**src/rtl/pong_pkg.sv**
```systemverilog
// Shared definitions for the Pong game slice: match-controller state
// encoding, screen geometry and a small integer helper.
package pong_pkg;

  // Match controller state encoding (visible on the state debug output)
  typedef enum logic [2:0] {
    ST_IDLE  = 3'd0,
    ST_SERVE = 3'd1,
    ST_PLAY  = 3'd2,
    ST_POINT = 3'd3,
    ST_OVER  = 3'd4,
    ST_PAUSE = 3'd5
  } match_state_e;

  // Screen and object geometry used by the ball/paddle datapath
  localparam int SCREEN_WIDTH  = 640;
  localparam int SCREEN_HEIGHT = 480;
  localparam int BALL_SIZE     = 8;
  localparam int PADDLE_WIDTH  = 8;
  localparam int PADDLE_HEIGHT = 64;
  localparam int CENTER_X      = SCREEN_WIDTH / 2;
  localparam int CENTER_Y      = SCREEN_HEIGHT / 2;

  // Larger of two integers, used to size shared counters
  function automatic int max_int(input int a, input int b);
    return (a > b) ? a : b;
  endfunction

endpackage

```
**src/rtl/pong_frame_timer.sv**
```systemverilog
// Loadable frame down-counter with a zero flag. Shared by the serve and
// point delays of the match controller. Decrement saturates at zero.
module pong_frame_timer #(
  parameter int W = 8
) (
  input  logic         clk_div,
  input  logic         rst_n,
  input  logic         i_load,
  input  logic [W-1:0] i_load_val,
  input  logic         i_dec,
  output logic         o_zero
);

  logic [W-1:0] r_count;

  // Count register: load has priority over decrement
  always_ff @(posedge clk_div) begin
    if (!rst_n) begin
      r_count <= '0;
    end else if (i_load) begin
      r_count <= i_load_val;
    end else if (i_dec && (r_count != '0)) begin
      r_count <= r_count - W'(1);
    end
  end

  assign o_zero = (r_count == '0);

endmodule

```
**src/rtl/pong_match_ctrl.sv**
```systemverilog
// Pong game-flow controller, one tick per video frame on clk_div.
// Sequences serve, play, point pause and game over; converts collision
// and miss events into ball commands and keeps the two scores.
// Optional macro PONG_PAUSE_EN enables the pause state (encoding 5);
// without it pause_btn is ignored and state 5 falls back to IDLE.
module pong_match_ctrl
  import pong_pkg::*;
#(
  parameter int WIN_SCORE   = 9,
  parameter int SERVE_DELAY = 30,
  parameter int POINT_DELAY = 60,
  parameter int SCORE_W     = 4
) (
  input  logic               clk_div,
  input  logic               rst_n,
  input  logic               start_btn,
  input  logic               pause_btn,
  input  logic               left_hit,
  input  logic               right_hit,
  input  logic               wall_hit,
  input  logic               left_miss,
  input  logic               right_miss,
  output logic               ball_center,
  output logic               ball_run,
  output logic               flip_x,
  output logic               flip_y,
  output logic               serve_dir_x,
  output logic [SCORE_W-1:0] score_player,
  output logic [SCORE_W-1:0] score_opp,
  output logic [2:0]         state,
  output logic               game_over,
  output logic               winner
);

  localparam int TW = $clog2(max_int(SERVE_DELAY, POINT_DELAY) + 1);
  localparam logic [TW-1:0]      SERVE_LOAD = TW'(SERVE_DELAY - 1);
  localparam logic [TW-1:0]      POINT_LOAD = TW'(POINT_DELAY - 1);
  localparam logic [SCORE_W-1:0] WIN_S      = SCORE_W'(WIN_SCORE);

  match_state_e       r_state, w_next_state;
  logic               r_start_q;
  logic               w_start_rise;
  logic               r_ball_center, r_ball_run, r_flip_x, r_flip_y;
  logic               r_serve_dir_x, r_game_over, r_winner;
  logic [SCORE_W-1:0] r_score_p, r_score_o;
  logic [SCORE_W-1:0] w_score_p_next, w_score_o_next;
  logic               w_dir_next, w_flip_x_next, w_flip_y_next;
  logic               w_lmiss, w_rmiss;
  logic               w_load, w_dec, w_timer_zero;
  logic [TW-1:0]      w_load_val;
  logic               w_pause_rise;

  assign w_start_rise = start_btn & ~r_start_q;
  // A miss on a side that is also hit this frame is a save, not a point
  assign w_lmiss = left_miss & ~left_hit;
  assign w_rmiss = right_miss & ~right_hit;

`ifdef PONG_PAUSE_EN
  logic r_pause_q;

  // Pause button edge-detect register
  always_ff @(posedge clk_div) begin
    if (!rst_n) r_pause_q <= 1'b0;
    else        r_pause_q <= pause_btn;
  end

  assign w_pause_rise = pause_btn & ~r_pause_q;
`else
  logic w_unused_pause;
  assign w_unused_pause = pause_btn;
  assign w_pause_rise   = 1'b0;
`endif

  pong_frame_timer #(
    .W (TW)
  ) u_timer (
    .clk_div    (clk_div),
    .rst_n      (rst_n),
    .i_load     (w_load),
    .i_load_val (w_load_val),
    .i_dec      (w_dec),
    .o_zero     (w_timer_zero)
  );

  // State register and start edge-detect register
  always_ff @(posedge clk_div) begin
    if (!rst_n) begin
      r_state   <= ST_IDLE;
      r_start_q <= 1'b0;
    end else begin
      r_state   <= w_next_state;
      r_start_q <= start_btn;
    end
  end

  // Next-state, timer control and next values of scores/flips/direction
  always_comb begin
    w_next_state   = r_state;
    w_load         = 1'b0;
    w_load_val     = '0;
    w_dec          = 1'b0;
    w_score_p_next = r_score_p;
    w_score_o_next = r_score_o;
    w_dir_next     = r_serve_dir_x;
    w_flip_x_next  = 1'b0;
    w_flip_y_next  = 1'b0;
    case (r_state)
      ST_IDLE, ST_OVER: begin
        if (w_start_rise) begin
          w_next_state   = ST_SERVE;
          w_load         = 1'b1;
          w_load_val     = SERVE_LOAD;
          w_score_p_next = '0;
          w_score_o_next = '0;
          w_dir_next     = 1'b1;
        end
      end
      ST_SERVE: begin
        if (w_timer_zero) w_next_state = ST_PLAY;
        else              w_dec        = 1'b1;
      end
      ST_PLAY: begin
        if (w_pause_rise) begin
          w_next_state = ST_PAUSE;
        end else if (w_lmiss) begin
          w_next_state   = ST_POINT;
          w_load         = 1'b1;
          w_load_val     = POINT_LOAD;
          w_dir_next     = 1'b0;
          if (r_score_p < WIN_S) w_score_p_next = r_score_p + SCORE_W'(1);
        end else if (w_rmiss) begin
          w_next_state   = ST_POINT;
          w_load         = 1'b1;
          w_load_val     = POINT_LOAD;
          w_dir_next     = 1'b1;
          if (r_score_o < WIN_S) w_score_o_next = r_score_o + SCORE_W'(1);
        end else begin
          // A flip on the previous frame blocks a repeat on the same axis
          w_flip_x_next = (left_hit | right_hit) & ~r_flip_x;
          w_flip_y_next = wall_hit & ~r_flip_y;
        end
      end
      ST_POINT: begin
        if (w_timer_zero) begin
          if ((r_score_p == WIN_S) || (r_score_o == WIN_S)) begin
            w_next_state = ST_OVER;
          end else begin
            w_next_state = ST_SERVE;
            w_load       = 1'b1;
            w_load_val   = SERVE_LOAD;
          end
        end else begin
          w_dec = 1'b1;
        end
      end
`ifdef PONG_PAUSE_EN
      ST_PAUSE: begin
        if (w_pause_rise) w_next_state = ST_PLAY;
      end
`endif
      default: w_next_state = ST_IDLE;
    endcase
  end

  // Registered outputs, decoded from the state being entered
  always_ff @(posedge clk_div) begin
    if (!rst_n) begin
      r_ball_center <= 1'b1;
      r_ball_run    <= 1'b0;
      r_flip_x      <= 1'b0;
      r_flip_y      <= 1'b0;
      r_serve_dir_x <= 1'b1;
      r_score_p     <= '0;
      r_score_o     <= '0;
      r_game_over   <= 1'b0;
      r_winner      <= 1'b0;
    end else begin
      r_ball_center <= (w_next_state != ST_PLAY) && (w_next_state != ST_PAUSE);
      r_ball_run    <= (w_next_state == ST_PLAY);
      r_flip_x      <= w_flip_x_next;
      r_flip_y      <= w_flip_y_next;
      r_serve_dir_x <= w_dir_next;
      r_score_p     <= w_score_p_next;
      r_score_o     <= w_score_o_next;
      r_game_over   <= (w_next_state == ST_OVER);
      r_winner      <= (w_next_state == ST_OVER) && (w_score_p_next == WIN_S);
    end
  end

  assign ball_center  = r_ball_center;
  assign ball_run     = r_ball_run;
  assign flip_x       = r_flip_x;
  assign flip_y       = r_flip_y;
  assign serve_dir_x  = r_serve_dir_x;
  assign score_player = r_score_p;
  assign score_opp    = r_score_o;
  assign state        = r_state;
  assign game_over    = r_game_over;
  assign winner       = r_winner;

endmodule

```
**config.mk**
```make
export PLATFORM = sky130hd
export DESIGN_NAME = pong_match_ctrl
export DESIGN_NICKNAME = d
export VERILOG_FILES = /design/src/rtl/pong_pkg.sv /design/src/rtl/pong_frame_timer.sv /design/src/rtl/pong_match_ctrl.sv
export SDC_FILE = /design/constraint.sdc
export NUM_CORES = 1
export LEC_CHECK = 0
export ABC_CLOCK_PERIOD_IN_PS = 2200
export CAP_MARGIN = 40
export CORE_ASPECT_RATIO = 0.75
export CORE_UTILIZATION = 35
export DETAILED_ROUTE_END_ITERATION = 7
export GPL_TIMING_DRIVEN = 0
export PLACE_DENSITY = 0.61
export SKIP_CTS_REPAIR_TIMING = 1
export SYNTH_ARGS = -nofsm -noshare
export SYNTH_HDL_FRONTEND = slang
export SYNTH_HIERARCHICAL = 1
export SYNTH_SLANG_ARGS = --single-unit
```
**constraint.sdc**
```tcl
create_clock -name clk_div -period 2.2 [get_ports clk_div]
set_input_delay 0.22 -clock clk_div [delete_from_list [all_inputs] [get_ports clk_div]]
set_output_delay 0.22 -clock clk_div [all_outputs]
set_load 0.01 [all_outputs]
```
Yosys cells after proc, flatten, opt, wreduce, memory -nomap -nowiden
Index checks and enable logic that the tools add are counted.
{ "totals": {"register_bits": 25, "in_bits": 9, "elab_cells": 96} }
{ "op_classes": {"add_sub_neg": 3, "magnitude_cmp": 2, "eq_ne": 16, "muxes": 36, "bitwise_logic": 13, "n_reduce_logical": 14} }
{ "op_table": {"columns": ["operator", "n"], "rows": [
  ["2-to-1 mux 4 bit", 7],
  ["2-to-1 mux 6 bit", 4],
  ["2-to-1 mux 3 bit", 6],
  ["one-hot mux 6 bit (3 select lines)", 1],
  ["one-hot mux 4 bit (2 select lines)", 2],
  ["2-to-1 mux 5 bit", 3],
  ["equality test 4 bit (second input constant)", 3],
  ["one-hot mux 3 bit (4 select lines)", 1],
  ["2-to-1 mux 1 bit", 10],
  ["equality test 3 x 2 -> 1 bit (second input constant)", 3],
  ["adder 4 x 1 -> 4 bit (second input constant)", 2],
  ["< comparator 4 bit (second input constant)", 2],
  ["inequality test 2 bit (second input constant)", 4],
  ["NOT 1 bit", 7],
  ["equality test 3 bit (second input constant)", 2],
  ["logical NOT 6 bit", 1],
  ["inequality test 3 bit (second input constant)", 2],
  ["nonzero test 6 bit", 1],
  ["subtractor 6 x 1 -> 6 bit (second input constant)", 1],
  ["bitwise AND 1 bit", 5],
  ["AND reduction 5 bit", 1],
  ["nonzero test 2 bit", 2],
  ["OR reduction 2 bit", 2],
  ["OR reduction 4 bit", 1],
  ["other kinds (9)", 11]
]} }

Longest topological paths before layout
Gate-level depths: netlist of run 1.
{ "depth": {"depth_word": 7, "depth_mapped": 10, "mapped_depth_nobuf": 9} }

Hierarchy
The synthesis of run 1 kept the hierarchy.
{ "modules_own_cells": {"columns": ["module", "n_inst", "cells_each", "area_per_inst_um2"], "rows": [
  ["pong_match_ctrl", 1, 111, 1018.5],
  ["pong_frame_timer", 1, 42, 374.1]
]} }

Worst setup path before layout of run 1
No wires, ideal clock.
{ "synth_path": {"path_kind": "reg-to-reg", "start": "register u_timer.r_count[0]", "end": "register u_timer.r_count[0]", "setup_ps": 129, "t_arrival_ps": 2126, "required_time_ps": 2071, "path_slack_ps": -55, "stages_incl_launch_ff": 11, "n_path_buf": 1, "cell_sequence": "dfxtp_1 -> inv_1 -> ha_1 -> or4b_4 -> nor2_1 -> nand3_1 -> o211ai_1 -> inv_1 -> dlymetal6s2s_1 -> o21ai_0 -> a21oi_1"} }
{ "synth_lines": {"columns": ["element", "line", "rtl"], "rows": [
  ["start: declaration", "pong_frame_timer.sv:14", "logic [W-1:0] r_count;"],
  ["start signal: assignment", "pong_frame_timer.sv:21", "r_count <= i_load_val;"],
  ["start signal: assignment", "pong_frame_timer.sv:23", "r_count <= r_count - W'(1);"],
  ["logical NOT 6 bit (*)", "pong_frame_timer.sv:27", "assign o_zero = (r_count == '0);"],
  ["named net w_timer_zero", "pong_match_ctrl.sv:49", "logic w_load, w_dec, w_timer_zero;"],
  ["2-to-1 mux 1 bit (*)", "pong_match_ctrl.sv:144", "if (w_timer_zero) begin"],
  ["one-hot mux 1 bit (3 select lines) (*)", "pong_match_ctrl.sv:107", "case (r_state)"],
  ["named net w_load", "pong_match_ctrl.sv:49", null],
  ["2-to-1 mux 6 bit / nonzero test 2 bit (equally long branches)", null, null]
]} }
The timed path passes the listed nets; every way through them passes the cells marked *. The select of a mux whose other input is x is not followed.
A chain may end at the register's enable or synchronous reset.

Worst setup path in the final report of run 1
Ends and elaborated chain as after synthesis.

==> results of run 1 <==
## metal layers
layer	part of all wire (%)	global-route usage, %	vias to the layer above
li1	-	-	620
met3	4.0	4.49	4
met5	0	0	-
met4	0.72	4.04	0
met2	45	26.3	29
met1	50	22.2	563
## area by class of cell
cell class	instances	area share, %
buffer	3	1.29
timing repair buffer	32	16.5
multi-input combinational	112	46.4
tap	52	3.54
clock buffer	4	2.45
inverter	13	2.65
sequential	25	27.3
## worst max path at each step
| stage | startpoint | to | slack (ns) | depth (start not counted) |
|---|---|---|---|---|
| 2_1_floorplan | u_timer/r_count[0]$_SDFFE_PN0P_ | u_timer/r_count[0]$_SDFFE_PN0P_ | 0.01 | 10 |
| 3_3_place_gp | u_timer/r_count[0]$_SDFFE_PN0P_ | u_timer/r_count[1]$_SDFFE_PN0P_ | -0.26 | 10 |
| 3_5_place_dp | u_timer/r_count[0]$_SDFFE_PN0P_ | u_timer/r_count[5]$_SDFFE_PN0P_ | -0.33 | 10 |
| 4_1_cts | u_timer/r_count[0]$_SDFFE_PN0P_ | u_timer/r_count[5]$_SDFFE_PN0P_ | -0.36 | 10 |
| 5_1_grt | state[1]$_SDFF_PN0_ | u_timer/r_count[0]$_SDFFE_PN0P_ | -0.02 | 9 |
| 6_report | u_timer/r_count[0]$_SDFFE_PN0P_ | u_timer/r_count[0]$_SDFFE_PN0P_ | 0.07 | 11 |
## cells by family after synthesis
| group | after synthesis | share of synthesized area, % |
|---|---|---|
| mux | 5 | 3.68 |
| fa+ha+maj | 8 | 7.19 |
| compound gates | 37 | 19.1 |
| buf+inv | 16 | 5.30 |
| xor+xnor | 3 | 1.89 |
| flops | 25 | 35.9 |
| simple gates | 59 | 26.9 |
## synth_stat cells (all sizes together)
cell type,number
nand3,6
o22ai,1
buf,1
nor2b,5
o2111ai,1
a2111o,1
nor3,6
inv,12
nand2,8
mux2i,4
or4b,3
and2,3
xor2,1
a41oi,1
nor3b,1
dfxtp,25
or3b,1
a21oi,14
nor2,8
dlymetal6s2s,1
a211oi,1
or3,3
nand2b,6
a2111oi,1
o211ai,3
nand3b,2
ha,8
and4,1
clkinv,1
o21a,2
xnor2,2
clkbuf,1
nor4b,5
o32ai,1
o21ai,10
mux2,1
nor4,1
a31oi,1
## worst reg2reg max path, delay by kind of cell, from the launching register on
kind	cells	cell delay [ns]
DFF	1	0.34
and+or+nand+nor	3	0.76
buffers and inverters	4	0.42
adders and majority gates	1	0.14
AOI/OAI and AO/OA	3	0.38
## cell usage in the layout, fill, tap and decap left out, types with 2 or more instances in the layout
master	count
sky130_fd_sc_hd__nand3_1	5
sky130_fd_sc_hd__nor3_1	5
sky130_fd_sc_hd__nand2b_1	6
sky130_fd_sc_hd__clkbuf_8	3
sky130_fd_sc_hd__dfxtp_1	24
sky130_fd_sc_hd__nor2_1	6
sky130_fd_sc_hd__buf_4	8
sky130_fd_sc_hd__a21oi_1	13
sky130_fd_sc_hd__o211ai_1	3
sky130_fd_sc_hd__nand3b_1	2
sky130_fd_sc_hd__or4b_4	2
sky130_fd_sc_hd__nand2_1	8
sky130_fd_sc_hd__or3_1	3
sky130_fd_sc_hd__o21a_1	2
sky130_fd_sc_hd__and2_1	3
sky130_fd_sc_hd__clkdlybuf4s50_1	25
sky130_fd_sc_hd__mux2i_1	4
sky130_fd_sc_hd__ha_1	7
sky130_fd_sc_hd__xnor2_1	2
sky130_fd_sc_hd__inv_1	10
sky130_fd_sc_hd__nor4b_1	3
sky130_fd_sc_hd__o21ai_1	5
sky130_fd_sc_hd__nor2b_1	5
sky130_fd_sc_hd__o21ai_0	3
sky130_fd_sc_hd__inv_2	2
sky130_fd_sc_hd__nor4b_2	2
## power by group through the flow
stage,sequential (mW),clock [mW],combinational [mW]
after detailed placement,0.573,0,0.463
after floorplan,0.569,0,0.333
final,0.567,0.271,0.580
after global routing,0.575,0.308,0.632
after global placement,0.567,0,0.450
after CTS,0.562,0.284,0.465
## state kept, by name, summed over array words and instances, names as in the netlist
signal,flops
u_timer/r_count,6
score_opp,4
score_player,4
state,3
ball_center,1
ball_run,1
flip_x,1
flip_y,1
game_over,1
r_start_q,1
serve_dir_x,1
winner,1
## metrics by stage
stage | instances | cell area, um^2 | total power, mW
floorplan | 153 | 1400 | 0.902
global placement | 230 | 1710 | 1.02
detailed placement | 230 | 1710 | 1.04
CTS | 234 | 1760 | 1.31
global route | 241 | 1840 | 1.52
finish | 241 | 1840 | 1.42
==> out/qor_table.md, run 1 <==
| Stage | Quantity | Value |
| --- | --- | --- |
| run status | Status | completed |
| clocking | CTS tree | yes |
| synthesis | Yosys warns | 6 |
| power | Static power due to leakage | 0.652 nW |
| synthesis | Leading area contributor after synthesis | sky130_fd_sc_hd__dfxtp_1 |
| power | Logic pwr share | 40.9% |
| grt | GR Overflow Total | 0 |
| power | Sw Ratio | 34.9% |
| worst hold path | Critical hold path startpoint | flip_x$_SDFF_PP0_ |
| worst setup path | Delay of the slowest cell on the worst path | 0.49 ns |
| worst setup path | End of the worst register-to-register path | u_timer/r_count[0]$_SDFFE_PN0P_ |
| worst setup path | Reg2reg setup slack | 0.07 ns |
| floorplanning | I/O Pins | 27 |
| timing | Total setup violations reported at the end of the flow | 0 |
| layout | N_diodes | 0 |
| synthesis | #FFs+latches synth | 25 |
| worst setup path | Buf/Inv on CP | 4 |
| grt | Number of antenna violations at the first check in global routing | 0 |
| layout | Register cell area after layout | 502 um^2 |
| synthesis | Synthesized netlist cell count | 153 |
| clocking | Clock slew at the register clock pins of the worst setup and hold paths | 0.09 ns |
| drt | Routed wire per std cell | 13.8 um |
| run | Max cap viols | 0 |
| drt | Number of nets still failing antenna checks after routing | 0 |
| floorplanning | Site Rows | 19 |
| power | Power per cell area | 771 nW/um^2 |
| clocking | Clock latency on the worst-skew pair | 0.27 ns |
| placed design | Count of input and output buffers | 25 |
| synthesis | Netlist area before placement | 1390 um^2 |
| timing | Final worst clock skew | 0.00615 ns |
| placed design | Gp weighted congestion | 0.852 |
| clocking | Clock Tree Buf Depth | 2 |
| worst setup path | Startpoint of the worst register-to-register path | u_timer/r_count[0]$_SDFFE_PN0P_ |
| worst setup path | Critical path class | flip-flop to flip-flop |
| layout | Layout overhead on the synthesized area | 32.2% |
| layout | Fill cells | 361 |
| synthesis | Net count after synthesis | 170 |
| grt | Global-route wire length before repair | 5290 um |
| worst setup path | Cell family with the largest share of critical-path delay | simple AND/OR/NAND/NOR gates |
| clocking | Num CTS Buffers | 3 |
| drt | Number of DRC markers in iteration 0 | 119 |
| timing | Total negative slack for setup checks | 0 ns |
| layout | Utilization after layout | 49.3% |
| clocking | Number of levels the H-tree was split into | 1 |
| timing | Min Tclk post-route | 2.13 ns |
| layout | Fraction of layout instances using a drive strength above 1 | 16.4% |
| timing | Number of hold-slack violations in the final timing report | 0 |
| timing | Slew at the pin closest to its max-slew limit | 0.798 ns |
| worst hold path | Hold EP | flip_x$_SDFF_PP0_ |
| power | NetSw | 494 uW |
| timing | Slack of the critical path | 0.0664 ns |
| drt | DRC | 0 |
| timing | Post-Route Hold Slack | 0.427 ns |
| clocking | Clock tree root driver cell | sky130_fd_sc_hd__clkbuf_8 |
| clocking | CTS sink cnt | 25 |
| floorplanning | Horiz. Die Dim | 74.8 um |
| synthesis | Sequential cell area fraction in the yosys report | 35.9% |
| timing | Max-slew violation count | 0 |
| worst setup path | Arrival time of data at the critical path endpoint | 2.29 ns |
| synthesis | Average cell area after synthesis | 9.10 um^2 |
| floorplanning | Die boundary height | 56.6 um |
| timing | Ratio of final minimum period to clock period | 97.0% |
| grt | Maximum number of pins on one net before global-route repair | 14 |
| drt | Vias/cell | 5.05 |
| synthesis | Number of library cell types mapped by synthesis | 43 |
| worst hold path | Hold Path Cell Cnt | 1 |
| worst hold path | Min-delay worst type | flip-flop to flip-flop |
| power | Part of the total power dissipated in the clock network | 19.1% |
| floorplanning | Full die area | 4240 um^2 |
| grt | Aggregate global-route resource usage | 16.6% |
| layout | Footprint of the multi-input gates | 853 um^2 |
| timing | Highest clock frequency the design can meet | 0.469 GHz |
| drt | Final Routed Wirelength | 3320 um |
| synthesis | Synth top area share | 35.9% |
| power | Worst IR drop on VDD | 0.360 mV |
| timing | Slew HR | 46.7% |
| drt | Number of vias in the routed layout | 1216 |
| worst setup path | Largest fanout on the critical path | 10 |
| power | P_int | 924 uW |
| synthesis | Leading cell types by total area after synthesis | sky130_fd_sc_hd__dfxtp_1 (36%), sky130_fd_sc_hd__ha_1 (7.2%), sky130_fd_sc_hd__a21oi_1 (5.0%) |
| power | Power share of the sequential group | 40.0% |
| drt | First-pass iteration count of the detailed router | 5 |
| worst setup path | Critical Path End Type | flip-flop |
| worst setup path | Worst setup SP type | flip-flop |
| layout | Net count reported at finish | 207 |
| worst setup path | Cell depth of the worst flop-to-flop path | 11 |
| worst setup path | Critical path data required time | 2.36 ns |
| worst setup path | CP cell instances | inv_2 -> ha_4 -> or4b_4 -> nor2_4 -> nand3_2 -> o211ai_1 -> buf_4 -> inv_1 -> buf_6 -> o21ai_2 -> a21oi_2 |
| grt | Number of global-route vias before repair | 1133 |
| floorplanning | Area of the core | 3730 um^2 |
| placed design | Placed wire-length estimate | 2460 um |
| floorplanning | Initial Utilization | 37.3% |
| placed design | Worst slack at placement | -0.330 ns |
| worst setup path | Standard cell with the maximum stage delay on the critical path | sky130_fd_sc_hd__or4b_4 |
Power figures use the tool's default switching activity.
==> run 2: changes to the inputs <==
ABC_CLOCK_PERIOD_IN_PS = 2000   (was 2200)
CAP_MARGIN = unset   (was 40)
PLACE_DENSITY = unset   (was 0.61)
clock period = 2 ns   (was 2.2 ns; I/O delays follow)
==> run 2 against run 1 <==
Compared with the run above:
- the run now ends with negative setup slack left
- flip-flop and latch count unchanged
- via count up 3.1%
- sequential share of layout area is 0.44 points lower
- setup slack worse by 0.21 ns
- non-clock buffer count is 2 higher
- core utilization increased by 0.94 points
- clock skew up 0.0018 ns
- final cell count rose by 0.83%
- critical path type unchanged
- largest power group unchanged
==> out/qor_table.md, run 2 (synthesis gave the netlist of run 1 again) <==
| Stage | Quantity | Value | Change |
| --- | --- | --- | --- |
| layout | Layout overhead on the synthesized area | 34.7% |  |
| clocking | Num CTS Buffers | 3 | unchanged |
| timing | Max-slew violation count | 0 | unchanged |
| drt | Number of nets still failing antenna checks after routing | 0 | unchanged |
| worst hold path | Min-delay worst type | flip-flop to flip-flop |  |
| placed design | Placed wire-length estimate | 2460 um | about the same |
| floorplanning | Initial Utilization | 37.3% | unchanged |
| timing | Slew at the pin closest to its max-slew limit | 0.843 ns | +0.0447 ns |
| timing | Final worst clock skew | 0.00794 ns | +0.00179 ns |
| clocking | Clock latency on the worst-skew pair | 0.27 ns | about the same |
| timing | Slew HR | 43.7% | -3.0 points |
| run | Max cap viols | 0 | unchanged |
| layout | Fill cells | 348 | -3.6% |
| worst setup path | Critical path data required time | 2.16 ns | -0.20 ns |
| timing | Post-Route Hold Slack | 0.427 ns | -0.0000500 ns |
| drt | Number of DRC markers in iteration 0 | 63 | -47% |
| power | Worst IR drop on VDD | 0.547 mV | +52% |
| clocking | Clock tree root driver cell | sky130_fd_sc_hd__clkbuf_8 |  |
| worst hold path | Hold Path Cell Cnt | 1 | unchanged |
| drt | DRC | 0 | unchanged |
| run status | Status | finished, violations left |  |
| worst setup path | Critical path class | flip-flop to flip-flop |  |
| drt | Routed wire per std cell | 14.1 um | +2.5% |
| worst setup path | Startpoint of the worst register-to-register path | u_timer/r_count[0]$_SDFFE_PN0P_ |  |
| clocking | Number of levels the H-tree was split into | 1 | unchanged |
| layout | Net count reported at finish | 209 | +0.97% |
| worst setup path | End of the worst register-to-register path | u_timer/r_count[0]$_SDFFE_PN0P_ |  |
| timing | RSZ-0062 raised after global routing | true |  |
| floorplanning | Die boundary height | 56.6 um | unchanged |
| drt | Number of vias in the routed layout | 1254 | +3.1% |
| layout | Largest register FFs | 6 | unchanged |
| placed design | Count of input and output buffers | 25 | unchanged |
| layout | Top register by number of flip-flops | u_timer/r_count |  |
| worst setup path | Critical Path End Type | flip-flop |  |
| worst setup path | Largest fanout on the critical path | 5 | -5 |
| power | Static power due to leakage | 0.669 nW | +2.6% |
| drt | Final Routed Wirelength | 3430 um | +3.3% |
| layout | Utilization after layout | 50.3% | +0.94 points |
| layout | Commonest non-fill, non-tap cell in the layout | sky130_fd_sc_hd__clkdlybuf4s50_1 |  |
| clocking | CTS tree | yes |  |
| drt | First-pass iteration count of the detailed router | 4 | -1 |
| worst setup path | Reg2reg setup slack | -0.15 ns | -0.21 ns |
| floorplanning | Horiz. Die Dim | 74.8 um | unchanged |
| grt | Aggregate global-route resource usage | 17.1% | +0.52 points |
| grt | Number of global-route vias before repair | 1116 | -1.5% |
| layout | N_diodes | 0 | unchanged |
| run status | Violations in the final reports | negative setup slack |  |
| power | Power per cell area | 871 nW/um^2 | +13% |
| floorplanning | I/O Pins | 27 | unchanged |
| worst hold path | Critical hold path startpoint | flip_x$_SDFF_PP0_ |  |
| timing | Total setup violations reported at the end of the flow | 7 | +7 |
| clocking | CTS sink cnt | 25 | unchanged |
| clocking | Clock slew at the register clock pins of the worst setup and hold paths | 0.08 ns | about the same |
| worst hold path | Hold EP | flip_x$_SDFF_PP0_ |  |
| drt | Vias/cell | 5.16 | +2.3% |
| timing | Min Tclk post-route | 2.15 ns | +0.0149 ns |
| floorplanning | Area of the core | 3730 um^2 | unchanged |
| grt | Global-route wire length before repair | 5470 um | +3.5% |
| layout | Fraction of layout instances using a drive strength above 1 | 19.9% | +3.5 points |
| timing | Number of hold-slack violations in the final timing report | 0 | unchanged |
| timing | Total negative slack for setup checks | -0.784 ns | -0.784 ns |
| floorplanning | Full die area | 4240 um^2 | unchanged |
| grt | Number of antenna violations at the first check in global routing | 0 | unchanged |
| placed design | Gp weighted congestion | 0.744 | -13% |
| grt | GR Overflow Total | 0 | unchanged |
| clocking | Clock Tree Buf Depth | 2 | unchanged |
| timing | Ratio of final minimum period to clock period | 107% | +10 points |
| floorplanning | Site Rows | 19 | unchanged |
| layout | Commonest cells after routing, fill and taps aside | sky130_fd_sc_hd__clkdlybuf4s50_1 (25), sky130_fd_sc_hd__dfxtp_1 (23), sky130_fd_sc_hd__a21oi_1 (14) |  |
| worst setup path | Cell depth of the worst flop-to-flop path | 11 | unchanged |
| timing | Highest clock frequency the design can meet | 0.465 GHz | -0.69% |
| timing | Slack of the critical path | -0.148 ns | -0.215 ns |
| grt | Maximum number of pins on one net before global-route repair | 14 | unchanged |
| worst setup path | Worst setup SP type | flip-flop |  |
| worst setup path | Arrival time of data at the critical path endpoint | 2.30 ns | about the same |
## run 2: worst max path at each step
stage,startpoint,end,slack [ns],cells past startpoint
6_report,u_timer/r_count[0]$_SDFFE_PN0P_,u_timer/r_count[0]$_SDFFE_PN0P_,-0.15,11
5_1_grt,u_timer/r_count[0]$_SDFFE_PN0P_,u_timer/r_count[0]$_SDFFE_PN0P_,-0.23,11
4_1_cts,u_timer/r_count[1]$_SDFFE_PN0P_,u_timer/r_count[0]$_SDFFE_PN0P_,-0.38,10
3_5_place_dp,u_timer/r_count[1]$_SDFFE_PN0P_,u_timer/r_count[0]$_SDFFE_PN0P_,-0.35,10
3_3_place_gp,u_timer/r_count[1]$_SDFFE_PN0P_,u_timer/r_count[0]$_SDFFE_PN0P_,-0.33,10
2_1_floorplan,u_timer/r_count[0]$_SDFFE_PN0P_,u_timer/r_count[0]$_SDFFE_PN0P_,-0.12,10
## run 2: routing by layer
metal	vias up	track usage (%)	share of wire, %
met1	601	24.3	51
li1	627	-	-
met3	4	4.67	3.3
met5	-	0	0
met2	22	26.0	45
met4	0	2.96	0.96
## run 2: stage by stage
stage | area (um^2) | instances | worst slack [ns] | total power [mW]
final | 1880 | 243 | -0.148 | 1.63
after global routing | 1880 | 243 | -0.226 | 1.73
after CTS | 1780 | 234 | -0.385 | 1.48
after detailed placement | 1730 | 230 | -0.354 | 1.17
after global placement | 1730 | 230 | -0.328 | 1.16
after floorplan | 1420 | 153 | -0.122 | 1.03
## run 2: area by class of cell
type | count | area, um^2 | share of cell area, %
timing repair buffer | 34 | 315 | 16.8
tap | 52 | 65.1 | 3.47
sequential | 25 | 503 | 26.8
inverter | 13 | 51.3 | 2.74
multi-input combinational | 112 | 872 | 46.5
clock buffer | 4 | 45.0 | 2.40
buffer | 3 | 23.8 | 1.27
## run 2: critical path, cell delays in order, from the launching register on
cell                       delay, ns
sky130_fd_sc_hd__dfxtp_2        0.33
sky130_fd_sc_hd__inv_2          0.08
sky130_fd_sc_hd__ha_4           0.13
sky130_fd_sc_hd__or4b_4         0.49
sky130_fd_sc_hd__nor2_4         0.17
sky130_fd_sc_hd__nand3_2        0.09
sky130_fd_sc_hd__o211ai_1       0.22
sky130_fd_sc_hd__buf_4          0.19
sky130_fd_sc_hd__inv_4          0.04
sky130_fd_sc_hd__buf_6          0.12
sky130_fd_sc_hd__o21ai_2        0.13
sky130_fd_sc_hd__a21oi_1        0.06
## run 2: power by group
group	switching (mW)	internal, mW
Clock	0.158	0.143
Combinational	0.349	0.357
Sequential	0.0704	0.557
